## src/rtl/mem_stage_ctrl.sv

```systemverilog
// mem_stage_ctrl: MEM-stage data-memory handshake FSM (IDLE -> REQ -> DONE) with pipeline stall.
// Optional MEM_TIMEOUT_EN aborts an access after TIMEOUT_CYCLES REQ cycles without mem_ack.
module mem_stage_ctrl #(
    parameter int TIMEOUT_CYCLES = 16
) (
    input  logic        clk,
    input  logic        reset,
    input  logic        MemWrite,
    input  logic        MemToReg,
    input  logic [63:0] Daddr,
    input  logic [63:0] Db,
    output logic        mem_req,
    output logic        mem_we,
    output logic [63:0] mem_addr,
    output logic [63:0] mem_wdata,
    input  logic        mem_ack,
    input  logic [63:0] mem_rdata,
    output logic        stall,
    output logic [63:0] rdata_out,
    output logic        rdata_valid,
    output logic        timeout_err
);
    typedef enum logic [1:0] {IDLE, REQ, DONE} state_t;
    state_t state, next_state;
    logic start, ack_hit, tmo_hit;
    assign start   = state == IDLE && (MemWrite || MemToReg);
    assign ack_hit = state == REQ && mem_ack;
`ifdef MEM_TIMEOUT_EN
    localparam int CW = $clog2(TIMEOUT_CYCLES + 1);
    logic [CW-1:0] cnt;
    // cnt holds the number of ack-less REQ cycles already elapsed; ack wins a tie
    assign tmo_hit = state == REQ && !mem_ack && cnt == CW'(TIMEOUT_CYCLES - 1);
    always_ff @(posedge clk)
        if (!reset || start)
            cnt <= '0;
        else if (state == REQ && !mem_ack)
            cnt <= cnt + 1'b1;
`else
    logic unused_timeout;
    assign unused_timeout = TIMEOUT_CYCLES > 0;
    assign tmo_hit = 1'b0;
`endif
    always_ff @(posedge clk)
        if (!reset)
            state <= IDLE;
        else
            state <= next_state;
    always_comb
        next_state = state == IDLE ? (start ? REQ : IDLE)
                   : state == REQ  ? (ack_hit || tmo_hit ? DONE : REQ)
                   : IDLE;
    always_comb begin
        mem_req = state == REQ;
        stall   = reset && (start || state == REQ);
    end
    // mem_we doubles as the load/store flag for the access in flight
    always_ff @(posedge clk)
        if (!reset) begin
            mem_we      <= 1'b0;
            mem_addr    <= '0;
            mem_wdata   <= '0;
            rdata_out   <= '0;
            rdata_valid <= 1'b0;
            timeout_err <= 1'b0;
        end else begin
            if (start) begin
                mem_we    <= MemWrite;
                mem_addr  <= Daddr;
                mem_wdata <= Db;
            end
            if (ack_hit && !mem_we)
                rdata_out <= mem_rdata;
            else if (tmo_hit)
                rdata_out <= '0;
            rdata_valid <= ack_hit && !mem_we;
            timeout_err <= tmo_hit;
        end
endmodule

```

## config.mk

```make
export PLATFORM = sky130hd
export DESIGN_NAME = mem_stage_ctrl
export DESIGN_NICKNAME = d
export VERILOG_FILES = /design/src/rtl/mem_stage_ctrl.sv
export SDC_FILE = /design/constraint.sdc
export NUM_CORES = 1
export LEC_CHECK = 0
export ABC_AREA = 1
export CAP_MARGIN = 10
export CORE_MARGIN = 1.5
export CORE_UTILIZATION = 30
export CTS_CLUSTER_DIAMETER = 30
export DETAILED_ROUTE_END_ITERATION = 16
export HOLD_SLACK_MARGIN = 0.05
export PLACE_DENSITY = 0.75
export SLEW_MARGIN = 20
export SYNTH_ARGS = -nofsm -noshare
export SYNTH_HDL_FRONTEND = slang
export SYNTH_SLANG_ARGS = --single-unit
export TNS_END_PERCENT = 1
```

## constraint.sdc

```tcl
create_clock -name clk -period 1.2 [get_ports clk]
set_clock_uncertainty 0.15 [all_clocks]
set_input_delay 0.3 -clock clk [delete_from_list [all_inputs] [get_ports clk]]
set_output_delay 0.3 -clock clk [all_outputs]
set_load 0.005 [all_outputs]
```

**After elaboration in Yosys (flattened, before gate mapping)**

Index checks and enable logic that the tools add are counted.

- Bits in registers: 196
- Input port bits: 197
- Output and inout bits: 197
- Word-level logic and storage cells: 19

- Equal/unequal tests: 1
- Multiplexer cells: 4
- Reduce and logical (&&, ||, !) cells: 8

Operators with widths:

| operator | number |
|---|---|
| 2-bit two-way mux | 3 |
| 1-bit logical AND | 4 |
| 2-bit by 1-bit == test with 1-bit output, second input constant | 1 |
| 2-bit zero test | 1 |
| 1-bit logical OR | 2 |
| 1-bit zero test | 1 |
| 1-bit two-way mux | 1 |

**Logic depth before layout (Yosys ltp)**

Gate-level depths: netlist of run 1.

- Word-level depth: 5
- Depth in mapped cells: 7

**Worst setup path after synthesis of run 1**

No wires, ideal clock.

- Path type: register to output
- Start: reg state[1]
- End: out stall
- Arrival time: 0.945 ns
- Slack: -0.195 ns
- Cell stages (with the launch flop): 5
- Buffers on the path: 1
- Path through: dfxtp_1 -> nor2_1 -> nand2_2 -> clkbuf_1 -> a21oi_1

- Longest elaborated chain between the ends: 4

Ends and longest elaborated chain:

| item | RTL line | source |
|---|---|---|
| start: declaration | 24 | `state_t state, next_state;` |
| start signal: assignment | 47 | `state <= next_state;` |
| 2-bit zero test | 26 | `assign start = state == IDLE && (MemWrite \|\| MemToReg);` |
| 1-bit logical AND | 26 |  |
| 1-bit logical OR * | 54 | `stall = reset && (start \|\| state == REQ);` |
| 1-bit logical AND * | 54 |  |
| end: declaration | 18 | `output logic stall,` |

Mark *: on every way between the ends. The rest lies on a longest branch, timed or not.

**Worst setup path after layout of run 1**

Ends and elaborated chain as after synthesis.

==> results of run 1 <==
[sequential cells by signal, summed over array words and instances, names as in the netlist]
name         count
mem_we           1
state            2
mem_addr        64
mem_wdata       64
rdata_valid      1
rdata_out       64
[final cells by class]
| class | count | area [µm²] |
|---|---|---|
| Clock buffer | 18 | 429 |
| Clock inverter | 14 | 168 |
| Fill cell | 2352 | 12000 |
| Inverter | 70 | 265 |
| Multi-Input combinational cell | 656 | 3020 |
| Sequential cell | 196 | 4150 |
| Tap cell | 330 | 413 |
| Timing Repair Buffer | 467 | 4620 |
[what timing repair did]
item | 4_1_cts | 5_1_grt
gates cloned | 0 | 8
pin swaps | 4 | 7
buffers inserted | 3 | 2
endpoints found under the hold margin | 0 | 0
resized for setup | 884 | 138
setup endpoints to repair | 389 | 391
[critical path, cell delays in order (launching register included)]
cell and delay, ns:
dfxtp_4 0.36, nor2_4 0.15, nand2_4 0.07, a21oi_2 0.09
buf_2 0.12
[per-layer routing]
metal | wire [µm] | up-vias | GRT usage, %
met5 | 0 | - | 0
met4 | 463 | 0 | 5.63
met3 | 2360 | 30 | 6.52
met2 | 14000 | 311 | 34.1
met1 | 11000 | 3858 | 21.4
li1 | - | 4093 | -
[power by group]
group / leakage, nW / switching [mW] / total (mW) / internal [mW]
Clock: 0.292 / 2.85 / 5.84 / 2.99
Combinational: 3.82 / 1.73 / 3.88 / 2.15
Sequential: 1.68 / 0.320 / 7.43 / 7.11
[kinds of logic after synthesis]
family,count (synthesis),share of synthesized area (%)
compound gates,131,8.55
simple gates,524,30.0
other cells,1,0.0489
buf+inv,160,10.2
flops,196,51.2
[through the flow]
step | hold slack, ns | setup slack (ns) | area, µm²
2_1_floorplan | 0.306 | -0.0616 | 7710
3_3_place_gp | 0.296 | -0.865 | 12100
3_5_place_dp | 0.302 | -0.854 | 12100
4_1_cts | 0.148 | -0.476 | 12800
5_1_grt | 0.162 | -0.509 | 13100
6_report | 0.170 | -0.450 | 13100
[synth_stat cells, drive strengths merged]
library cell	count	area [µm²]
nor2	132	503
conb	1	3.75
clkbuf	36	135
a21oi	131	656
dfxtp	196	3920
nor3	1	5.00
buf	54	382
nand3	130	651
nand2	196	738
or2	1	6.26
inv	70	263
nand4	64	400
[how the worst min path moves through the flow]
stage / endpoint / slack (ns) / cells past startpoint
after global routing: rdata_out[47] / 0.16 / 4
after CTS: state[1] / 0.15 / 4
after floorplan: mem_addr[39] / 0.31 / 2
after detailed placement: mem_wdata[51] / 0.30 / 2
after global placement: mem_addr[55] / 0.30 / 2
final: state[1] / 0.17 / 4
==> qor.yml, run 1 <==
die_h_um: 163
ios: 394
hold_buffers: 0
crit_type: "register to primary output"
root_buffer: "clkbuf_16"
r2r_slack_ns: -0.40
r2r-start: "state[1]"
initial_utilization_pct: 30.5
layout_common_cells: "194 x clkdlybuf4s50_1, 192 x nand2_1, 175 x dfxtp_2, 129 x nand3_1, 129 x nor2_1"
status: "complete, but fails checks"
power_density_mw_per_mm2: 1310
cp-end-kind: "primary output"
setup_ws_ns: -0.450
overflow: 0
grt_pass1_vias: 8005
wl_per_cell_um: 15.9
rows: 58
setup-violations-final: 390
ys_types: 18
ir_drop_mv: 0.914
dr.first_iter.drc_count: 537
netlist_instances: 1012
finalCritPeriodShare_pct: 138
syn2layout_area_growth_pct: 70.4
clk_pin_slew_ns: 0.07
arrival_ns: 1.20
fin_nets: 1605
yosysWarnings: 0
layout_commonest_cell: "clkdlybuf4s50_1"
cap_violations: 0
vias: 8292
rsz0062_at_grt: "true"
hp-start: "mem_ack"
antenna_found_initial: 0
clock_sinks: 196
drt_pass1_iterations: 5
portBuffers: 392
postRouteAntennaNets: 0
synth_seq_cells: 196
finalPower_mw: 17.1
startpoint_type: "register"
cp-startpoint: "state[1]"
route.detailed.drc: 0
yosysSeqAreaShare_pct: 51.2
critPathRequiredTime_ns: 0.75
max_freq_ghz: 0.606
clk_latency_ns: 0.42
rr_worst_depth: 5
antenna_cells: 0
reg2reg_to: "mem_addr[55]"
violations: "setup timing"
place_congestion: 0.834
fin_util_pct: 52.0
p_leak_nw: 5.79
grt_max_degree: 76
avgViaCountPerCell: 4.74
cp_max_fo: 3
core-area_mm2: 0.0251
dp.cells: 1707
cts-buffers-inserted: 17
die_area_mm2: 0.0265
instances_no_fill: 1751
cts_tree: "yes"
fin_crit_ns: 1.65
syn_area_mm2: 0.00767
hpwl_um: 18800
syn_avg_cell_area_um2: 7.58
drv_slew: 0
critPathCapture: "stall"
grt.total_usage_pct: 19.1
synth.net_count: 1209
final.setup.tns_ns: -75.26
hold_violations: 0
htree_levels: 4
min_path_type: "input port to register"
clk_path_buf_depth: 2
drt-total-wl_um: 27800
grt_pass1_wl_um: 40700
die_w_um: 163
drive_gt1_share_pct: 33.8
Note: power is estimated with default switching activity, not from simulation.
==> inputs of run 2 (changes only) <==
Settings changed: PLACE_DENSITY 0.75 to 0.72.
Clock period 1.2 ns to 2.1 ns, I/O delays scaled along.
==> qor.yml, run 2 (synthesized netlist as in run 1, its figures left out) <==
status: "finished clean"
clk_path_buf_depth: 2  # unchanged
portBuffers: 392  # unchanged
initial_utilization_pct: 30.5  # unchanged
rsz0062_at_grt: "false"
instances_no_fill: 1693  # -3.3%
antenna_found_initial: 0  # unchanged
r2r-start: "state[1]"
drv_slew: 0  # unchanged
layout_common_cells: "386 x clkdlybuf4s50_1, 194 x nand2_1, 194 x dfxtp_1, 130 x nand3_1, 130 x a21oi_1"
cap_violations: 0  # unchanged
layout_commonest_cell: "clkdlybuf4s50_1"
top_regs: "mem_addr: 64 flops, mem_wdata: 64 flops, rdata_out: 64 flops"
place_congestion: 0.780  # -6.5%
whs_ns: 0.311  # +0.140 ns
cp_num_cells: 1  # -3
worstPathCellList: "clkdlybuf4s50_1"
critPathCapture: "mem_wdata[56]"
tightest_slew_ns: 0.717
avgViaCountPerCell: 4.77  # +0.64%
internal-power_mw: 6.74  # -45%
critPathRequiredTime_ns: 1.42  # +0.67 ns
critical_path.slowest_cell: "clkdlybuf4s50_1"
root_buffer: "clkbuf_16"
power_density_mw_per_mm2: 769  # -41%
finalPower_mw: 9.49  # -45%
cp-end-kind: "primary output"
fin_nets: 1547  # -3.6%
antenna_cells: 0  # unchanged
die_h_um: 163  # unchanged
final.setup.tns_ns: 0  # +75.26 ns
syn2layout_area_growth_pct: 61.1
rows: 58  # unchanged
cts_tree: "yes"
cp_num_buf_inv: 1  # unchanged
wl_per_cell_um: 15.3  # -3.4%
grt_pass1_vias: 7462  # -6.8%
cts-buffers-inserted: 17  # unchanged
grt_max_degree: 133  # +75%
vias: 8069  # -2.7%
route.detailed.drc: 0  # unchanged
clk_pin_slew_ns: 0.08  # about the same
dp.cells: 1660  # -2.8%
relSlewSlack_pct: 52.2
hp-start: "mem_wdata[55]"
drt-total-wl_um: 26000  # -6.6%
postRouteAntennaNets: 0  # unchanged
max_freq_ghz: 0.496
crit_type: "register to primary output"
die_area_mm2: 0.0265  # unchanged
core-area_mm2: 0.0251  # unchanged
netSwitchingFraction_pct: 29.0  # +0.47 points
hpwl_um: 17300  # -7.8%
hold_buffers: 0  # unchanged
overflow: 0  # unchanged
worst_path_largest_cell_delay_ns: 0.60  # +0.24 ns
reg2reg_to: "mem_wdata[51]"
cp_max_fo: 2  # -1
setup-violations-final: 0  # -100%
ir_drop_mv: 0.543  # -41%
power_frac_seq_pct: 43.8  # +0.5 points
drive_gt1_share_pct: 4.84  # -29 points
arrival_ns: 1.34  # +0.14 ns
grt.total_usage_pct: 18.6  # -0.57 points
cp-startpoint: "mem_wdata[56]"
hold_violations: 0  # unchanged
grt_pass1_wl_um: 39500  # -3.1%
ios: 394  # unchanged
min_path_type: "register to register"
clock_sinks: 196  # unchanged
drt_pass1_iterations: 5  # unchanged
clk_latency_ns: 0.42  # about the same
p_leak_nw: 4.89  # -16%
die_w_um: 163  # unchanged
combPwrFrac_pct: 21.1  # -1.5 points
ff_latch_area_mm2: 0.00393  # -5.4%
htree_levels: 4  # unchanged
power.switching_mw: 2.76  # -44%
dr.first_iter.drc_count: 755  # +41%
r2r_slack_ns: 0.31  # +0.71 ns
fillCellCount: 2411  # +2.5%
startpoint_type: "register"
rr_worst_depth: 5  # unchanged
finalCritPeriodShare_pct: 96.1
fin_crit_ns: 2.02
multi_input_area_mm2: 0.00299  # -0.75%
clkPwrFrac_pct: 35.1  # +1.0 points
cpLargestDelayFamily: "buffers and inverters"
-- run 2: stage by stage --
step	cell area [µm²]	utilization, %	setup WS [ns]
6_report	12300	49.2	0.0823
5_1_grt	12300	49.2	0.0236
4_1_cts	12300	49.1	0.0106
3_5_place_dp	11700	46.7	-0.483
3_3_place_gp	11700	46.7	-0.470
2_1_floorplan	7670	-	0.340
-- run 2: worst min-delay path, stage by stage (launching register included) --
cell and delay (ns):
dfxtp_1 0.31, nand2_1 0.06, a21oi_1 0.05
-- run 2: layer usage --
metal	share of wire (%)	global-route usage, %
met5	0	0
met4	1.9	5.42
met3	9.0	6.32
met2	48	31.7
met1	41	21.9
-- run 2: power groups by stage --
stage | logic (mW) | clock network [mW] | registers, mW
global placement | 1.99 | 0 | 4.23
global route | 2.18 | 3.58 | 4.19
CTS | 2.02 | 3.43 | 4.16
floorplan | 0.840 | 0 | 4.26
detailed placement | 2.01 | 0 | 4.24
finish | 2.00 | 3.33 | 4.16
-- run 2: layout make-up --
class,count,area share (%)
well taps,330,3.34
clock inverters,15,1.50
clock buffers,17,3.45
flip-flops and latches,196,31.8
multi-input cells,656,24.2
inverters,70,2.15
repair buffers,409,33.5
-- run 2: what timing repair did --
action,in CTS,in global routing
pin swaps,1,1
endpoints found under the setup margin,3,1
gates resized for setup,10,1
setup buffers,0,1
hold endpoints to repair,0,0
-- run 2: worst min path at each step --
stage / endpoint / slack [ns] / depth (start not counted)
floorplan: mem_addr[47] / 0.31 / 2
global placement: mem_addr[61] / 0.30 / 2
detailed placement: mem_wdata[55] / 0.30 / 2
CTS: mem_wdata[55] / 0.31 / 2
global route: mem_wdata[15] / 0.33 / 2
finish: mem_wdata[55] / 0.31 / 2
==> inputs of run 3 (changes only) <==
Settings changed: TNS_END_PERCENT 1 to 5.
==> results of run 3 <==
The final DEF is identical to that of run 2; final timing and power are the same.
==> edit 1 (settings of run 1) <==
Re-encode `state_t` (3 states) as one-hot, 3 bits wide.
--- a/src/rtl/mem_stage_ctrl.sv
+++ b/src/rtl/mem_stage_ctrl.sv
@@ -20,7 +20,7 @@
     output logic        rdata_valid,
     output logic        timeout_err
 );
-    typedef enum logic [1:0] {IDLE, REQ, DONE} state_t;
+    typedef enum logic [2:0] {IDLE = 3'b001, REQ = 3'b010, DONE = 3'b100} state_t;
     state_t state, next_state;
     logic start, ack_hit, tmo_hit;
     assign start   = state == IDLE && (MemWrite || MemToReg);
Behaviour: no difference found for any inputs over 4 cycles, from zero or initial values and one cycle with reset low; so few cycles prove little.
==> edit 1 against run 1 <==
  * The run ends with hold timing, setup timing left
  * Die area rose by 6.1%
  * Wire length fell by 14%
  * Worst setup slack got worse by 0.11 ns
  * Sequential cell count rose by 1
  * Synthesized area rose by 6.2%
  * First-iteration DRC count fell by 41%
  * Register-to-register slack got worse by 0.11 ns
  * Sequential power rose by 6.2%
  * Power rose by 4.0%
  * Design area rose by 0.93%
  * Final cell count rose by 13%
  * Maximum frequency fell by 6.1%
  * Sequential share of layout area barely moved
==> edit 1: results (changes against run 1) <==
[status]
status = finished, violations left
failed_checks = hold timing, setup timing

[grt]
grt_pass1_vias = 7850  ; -1.9%
grt_pass1_wl_um = 37790  ; -7.2%
track_usage_pct = 16.64  ; -2.5 points
grt_start_max_net_pins = 91  ; +20%

[timing]
setup_viol = 389  ; -0.26%
final.setup.tns_ns = -96.63  ; -21.37 ns
fin_ws_ns = -0.5578  ; -0.1075 ns
final-hold-violation-count = 1  ; +1
holdWs_ns = -0.0001281  ; -0.1703 ns

[logic_synthesis]
synth_xor_area_share_pct = 0  ; unchanged
muxShareOfSynthArea_pct = 0  ; unchanged
synthCells = 1251  ; +24%
synth_cell_types = 17  ; -1
synth_compound_area_share_pct = 0.06146  ; -8.5 points
synth_area_leaders = dfxtp_1 (48%), nand2_1 (18%), nor2_1 (18%)
synth_commonest_cells = nand2_1 (391), nor2_1 (380), inv_1 (199)
syn_nets = 1448  ; +20%
ys_seq_area_share_pct = 48.43  ; -2.8 points
async_flop_share_pct = 0  ; unchanged
synth_ff_type = dfxtp_1

[drt]
wl_per_cell_um = 12.08  ; -24%
first_iter_violations = 315  ; -41%
wl_um = 24000  ; -14%
firstDrtPassIters = 4  ; -1
drt-vias-per-instance = 4.087  ; -14%

[pwr]
total_leakage_power_nw = 7.003  ; +21%
internal_power_mw = 12.63  ; +3.1%
seq_power_share_pct = 44.3  ; +1.0 points
ir_drop_mv = 1.030  ; +13%
power_switching_mw = 5.199  ; +6.2%
p_comb_share_pct = 24.8  ; +2.2 points

[hold_path]
worstHoldEndpoint = state[1]
holdPathStages = 3  ; -1
hp-start = reset

[critical_path]
reg2reg_to = mem_wdata[0]
r2r_setup_slack_ns = -0.51  ; -0.11 ns
r2r-start = state[2]
crit_arrival_ns = 1.31  ; +0.11 ns
r2r_cells = 8  ; +3

[placed_design]
post-place-ws_ns = -0.9299  ; -0.07623 ns
place.gp.congestion = 0.7964  ; -4.5%
place_inst = 1955  ; +15%
dpl.hpwl_um = 17470  ; -7.0%
io_buffers = 392  ; unchanged

[clocking]
numCtsBuffers = 17  ; unchanged
clkTransAtPathRegs_ns = 0.08

[layout]
final_nets = 1831  ; +14%
drive_gt1_share_pct = 29.48  ; -4.4 points

-- edit 1: cell count changes after synthesis, moves of 63 or more --
cell,change
nor2_1,+249
nand2_1,+196
inv_1,+132
a21oi_1,-131
nand3_1,-128
nand4_1,-63
-- edit 1: worst max path at each step --
stage                  start     to  slack, ns
finish              state[2]  stall      -0.56
global route        state[2]  stall      -0.64
CTS                 state[1]  stall      -0.61
detailed placement  MemWrite  stall      -0.93
global placement    MemWrite  stall      -0.95
floorplan           state[2]  stall      -0.12
-- edit 1: repair_timing --
item,4_1_cts,5_1_grt
hold endpoints to repair,2,2
pin swaps,3,2
setup endpoints to repair,389,391
gates resized for setup,988,115
setup buffers,2,0
-- edit 1: area by class of cell --
type,instances,area [sq um]
fill,2594,13620
timing repair buffer,429,4210
sequential,197,4190
multi-input combinational,788,3049
inverter,201,754.5
clock buffer,18,439.2
tap,341,426.7
clock inverter,12,112.6
-- edit 1: logic make-up (layout without fill, tap and decap cells) --
group / Yosys count / count (layout)
AND/OR/NAND/NOR: 786 / 786
buffers and inverters: 266 / 660
flip-flops: 197 / 197
other: 1 / 1
AO/OA/AOI/OAI: 1 / 1
-- edit 1: stage by stage --
step	instance area, sq um	hold slack [ns]
after floorplan	8163	0.2618
final	13180	-0.0001281
after detailed placement	12430	0.3199
after global routing	13180	-0.01898
after global placement	12430	0.3121
after CTS	13030	-0.03179
-- edit 1: layer usage --
layer	up-vias	global-route usage, %	share of wire [%]
li1	4277	-	-
met1	3549	17.71	41
met2	259	30.34	49
met3	31	5.885	7.7
met4	0	5.719	2.2
met5	-	0	0
-- edit 1: worst register-to-register path: stages (launching register included) --
cell     delay [ns]
dfxtp_4        0.37
inv_2          0.07
nand3_2        0.09
nor2_4         0.11
buf_4          0.22
buf_12         0.30
nand2_1        0.18
nand2_1        0.09
nor2_1         0.04
==> edit 2 (flow settings as in run 1) <==
Made on the original files. Build with the macro `MEM_TIMEOUT_EN` defined.
--- a/src/rtl/mem_stage_ctrl.sv
+++ b/src/rtl/mem_stage_ctrl.sv
@@ -1,5 +1,7 @@
 // mem_stage_ctrl: MEM-stage data-memory handshake FSM (IDLE -> REQ -> DONE) with pipeline stall.
 // Optional MEM_TIMEOUT_EN aborts an access after TIMEOUT_CYCLES REQ cycles without mem_ack.
+`define MEM_TIMEOUT_EN
+
 module mem_stage_ctrl #(
     parameter int TIMEOUT_CYCLES = 16
 ) (
Function: same outputs for any inputs over 4 cycles, from zero or initial values and one cycle with reset low; that may be too few to reach the edited logic, so the function may still have changed.
==> edit 2 against run 1 <==
  * The run still ends with setup timing left
  * Clock power is 120% higher
  * Wire length is 9.1% lower
  * Worst setup slack worse by 0.081 ns
  * Global-route usage is 0.51 points higher
  * Synthesized area is 9.4% lower
  * Utilization is 7.8 points higher
  * Design area is 4.1% higher
  * Power is 36% higher
  * Sequential cell count is 6 higher
  * Via count is 9.9% lower
  * Maximum frequency is 4.7% lower
  * Count of clock-buffer cells in the layout is 43 higher
  * Final cell count is 5.2% lower
  * First-iteration DRC count is 27% lower
  * Largest power group is now clock
==> edit 2: results (changes against run 1) <==
[layout]
fillers = 1836  ; -22%
drive_gt1_share_pct = 42.18  ; +8.3 points

[drt]
wl_per_cell_um = 15.24  ; -4.1%
wl_um = 25300  ; -9.1%
first_iter_violations = 394  ; -27%
vias = 7475  ; -9.9%

[pwr]
ir_drop_mv = 1.147  ; +25%
power_switching_mw = 5.206  ; +6.3%

[timing]
setup_viol = 399  ; +2.3%
fin_ws_ns = -0.5315  ; -0.08113 ns
holdWs_ns = 0.1718  ; +0.001638 ns
final.setup.tns_ns = -100.44  ; -25.18 ns

[clocking]
cts_max_level = 2  ; -2
cts_buffer_depth = 3  ; +1
clkTransAtPathRegs_ns = 0.05  ; -0.02 ns
numCtsBuffers = 46  ; +29

[grt]
grt_start_max_net_pins = 66  ; -13%
grt_pass1_vias = 7436  ; -7.1%

[critical_path]
r2r-start = cnt[0]
r2r_setup_slack_ns = -0.49  ; -0.09 ns
reg2reg_to = rdata_out[31]
crit_start = state[0]
r2r_cells = 9  ; +4
cp_slowest_stage_delay_ns = 0.38  ; +0.02 ns
crit_arrival_ns = 1.28  ; +0.08 ns

[hold_path]
hp-start = Db[9]
holdPathStages = 3  ; -1

[logic_synthesis]
syn_avg_cell_area_sq_um = 7.834  ; +3.4%
synth_area_leaders = dfxtp_1 (58%), nand2_1 (25%), nand3_1 (4.8%)
synth_commonest_cells = nand2_1 (467), dfxtp_1 (202), nand3_1 (67)
syn_nets = 1086  ; -10%
synthAdderAreaFrac_pct = 0.3601  ; +0.36 points
synth_cell_types = 17  ; -1

[placed_design]
io_buffers = 393  ; +0.26%
post-place-ws_ns = -0.9785  ; -0.1248 ns
place.gp.congestion = 0.7858  ; -5.7%
place_inst = 1564  ; -8.4%
placed_area_sq_um = 11550  ; -4.7%
dpl.hpwl_um = 16540  ; -12%

[status]
status = finished, violations left
failed_checks = setup timing

==> edit 2: changes by cell type after synthesis, sizes merged, moves of 6 or more <==
cell and change:
nand4 -62, inv -59, nor2 -123, a21oi -122, nand3 -63, o21ai +63, dfxtp +6, buf -8
nand2 +271, clkbuf -28
==> edit 2: logic make-up (layout without fill, tap and decap cells) <==
group,count (synthesis),count (layout)
AO/OA/AOI/OAI,72,72
adder cells (fa/ha/maj),2,2
buffers and inverters,65,553
flip-flops,202,202
AND/OR/NAND/NOR,546,546
==> edit 2: timing repair <==
action                                  4_1_cts  5_1_grt
resized for setup                           954      195
endpoints found under the setup margin      399      399
pin swaps                                     3        8
buffers inserted                              4        3
gates cloned                                  0        4
endpoints found under the hold margin         0        1
hold buffers                                  0        1
==> edit 2: layer usage <==
| metal | up-vias | share of wire [%] | track usage [%] |
|---|---|---|---|
| met2 | 290 | 50 | 35.17 |
| met4 | 0 | 2.8 | 7.302 |
| met1 | 3435 | 39 | 21.45 |
| li1 | 3702 | - | - |
| met5 | - | 0 | 0 |
| met3 | 48 | 7.9 | 6.713 |
==> edit 2: cell type report <==
type	count	share of cell area [%]
repair buffers	458	33.51
inverters	11	0.3406
clock buffers	61	9.941
well taps	285	2.623
multi-input cells	620	19.94
clock inverters	23	2.043
flip-flops and latches	202	31.60
==> edit 2: power groups by stage <==
| stage | Sequential [mW] | Clock (mW) | Combinational [mW] |
|---|---|---|---|
| final | 7.65 | 12.9 | 2.86 |
| after global routing | 7.70 | 13.4 | 3.09 |
| after CTS | 7.60 | 13.0 | 2.75 |
| after detailed placement | 7.60 | 0 | 2.86 |
| after global placement | 7.57 | 0 | 2.83 |
| after floorplan | 7.63 | 0 | 0.760 |
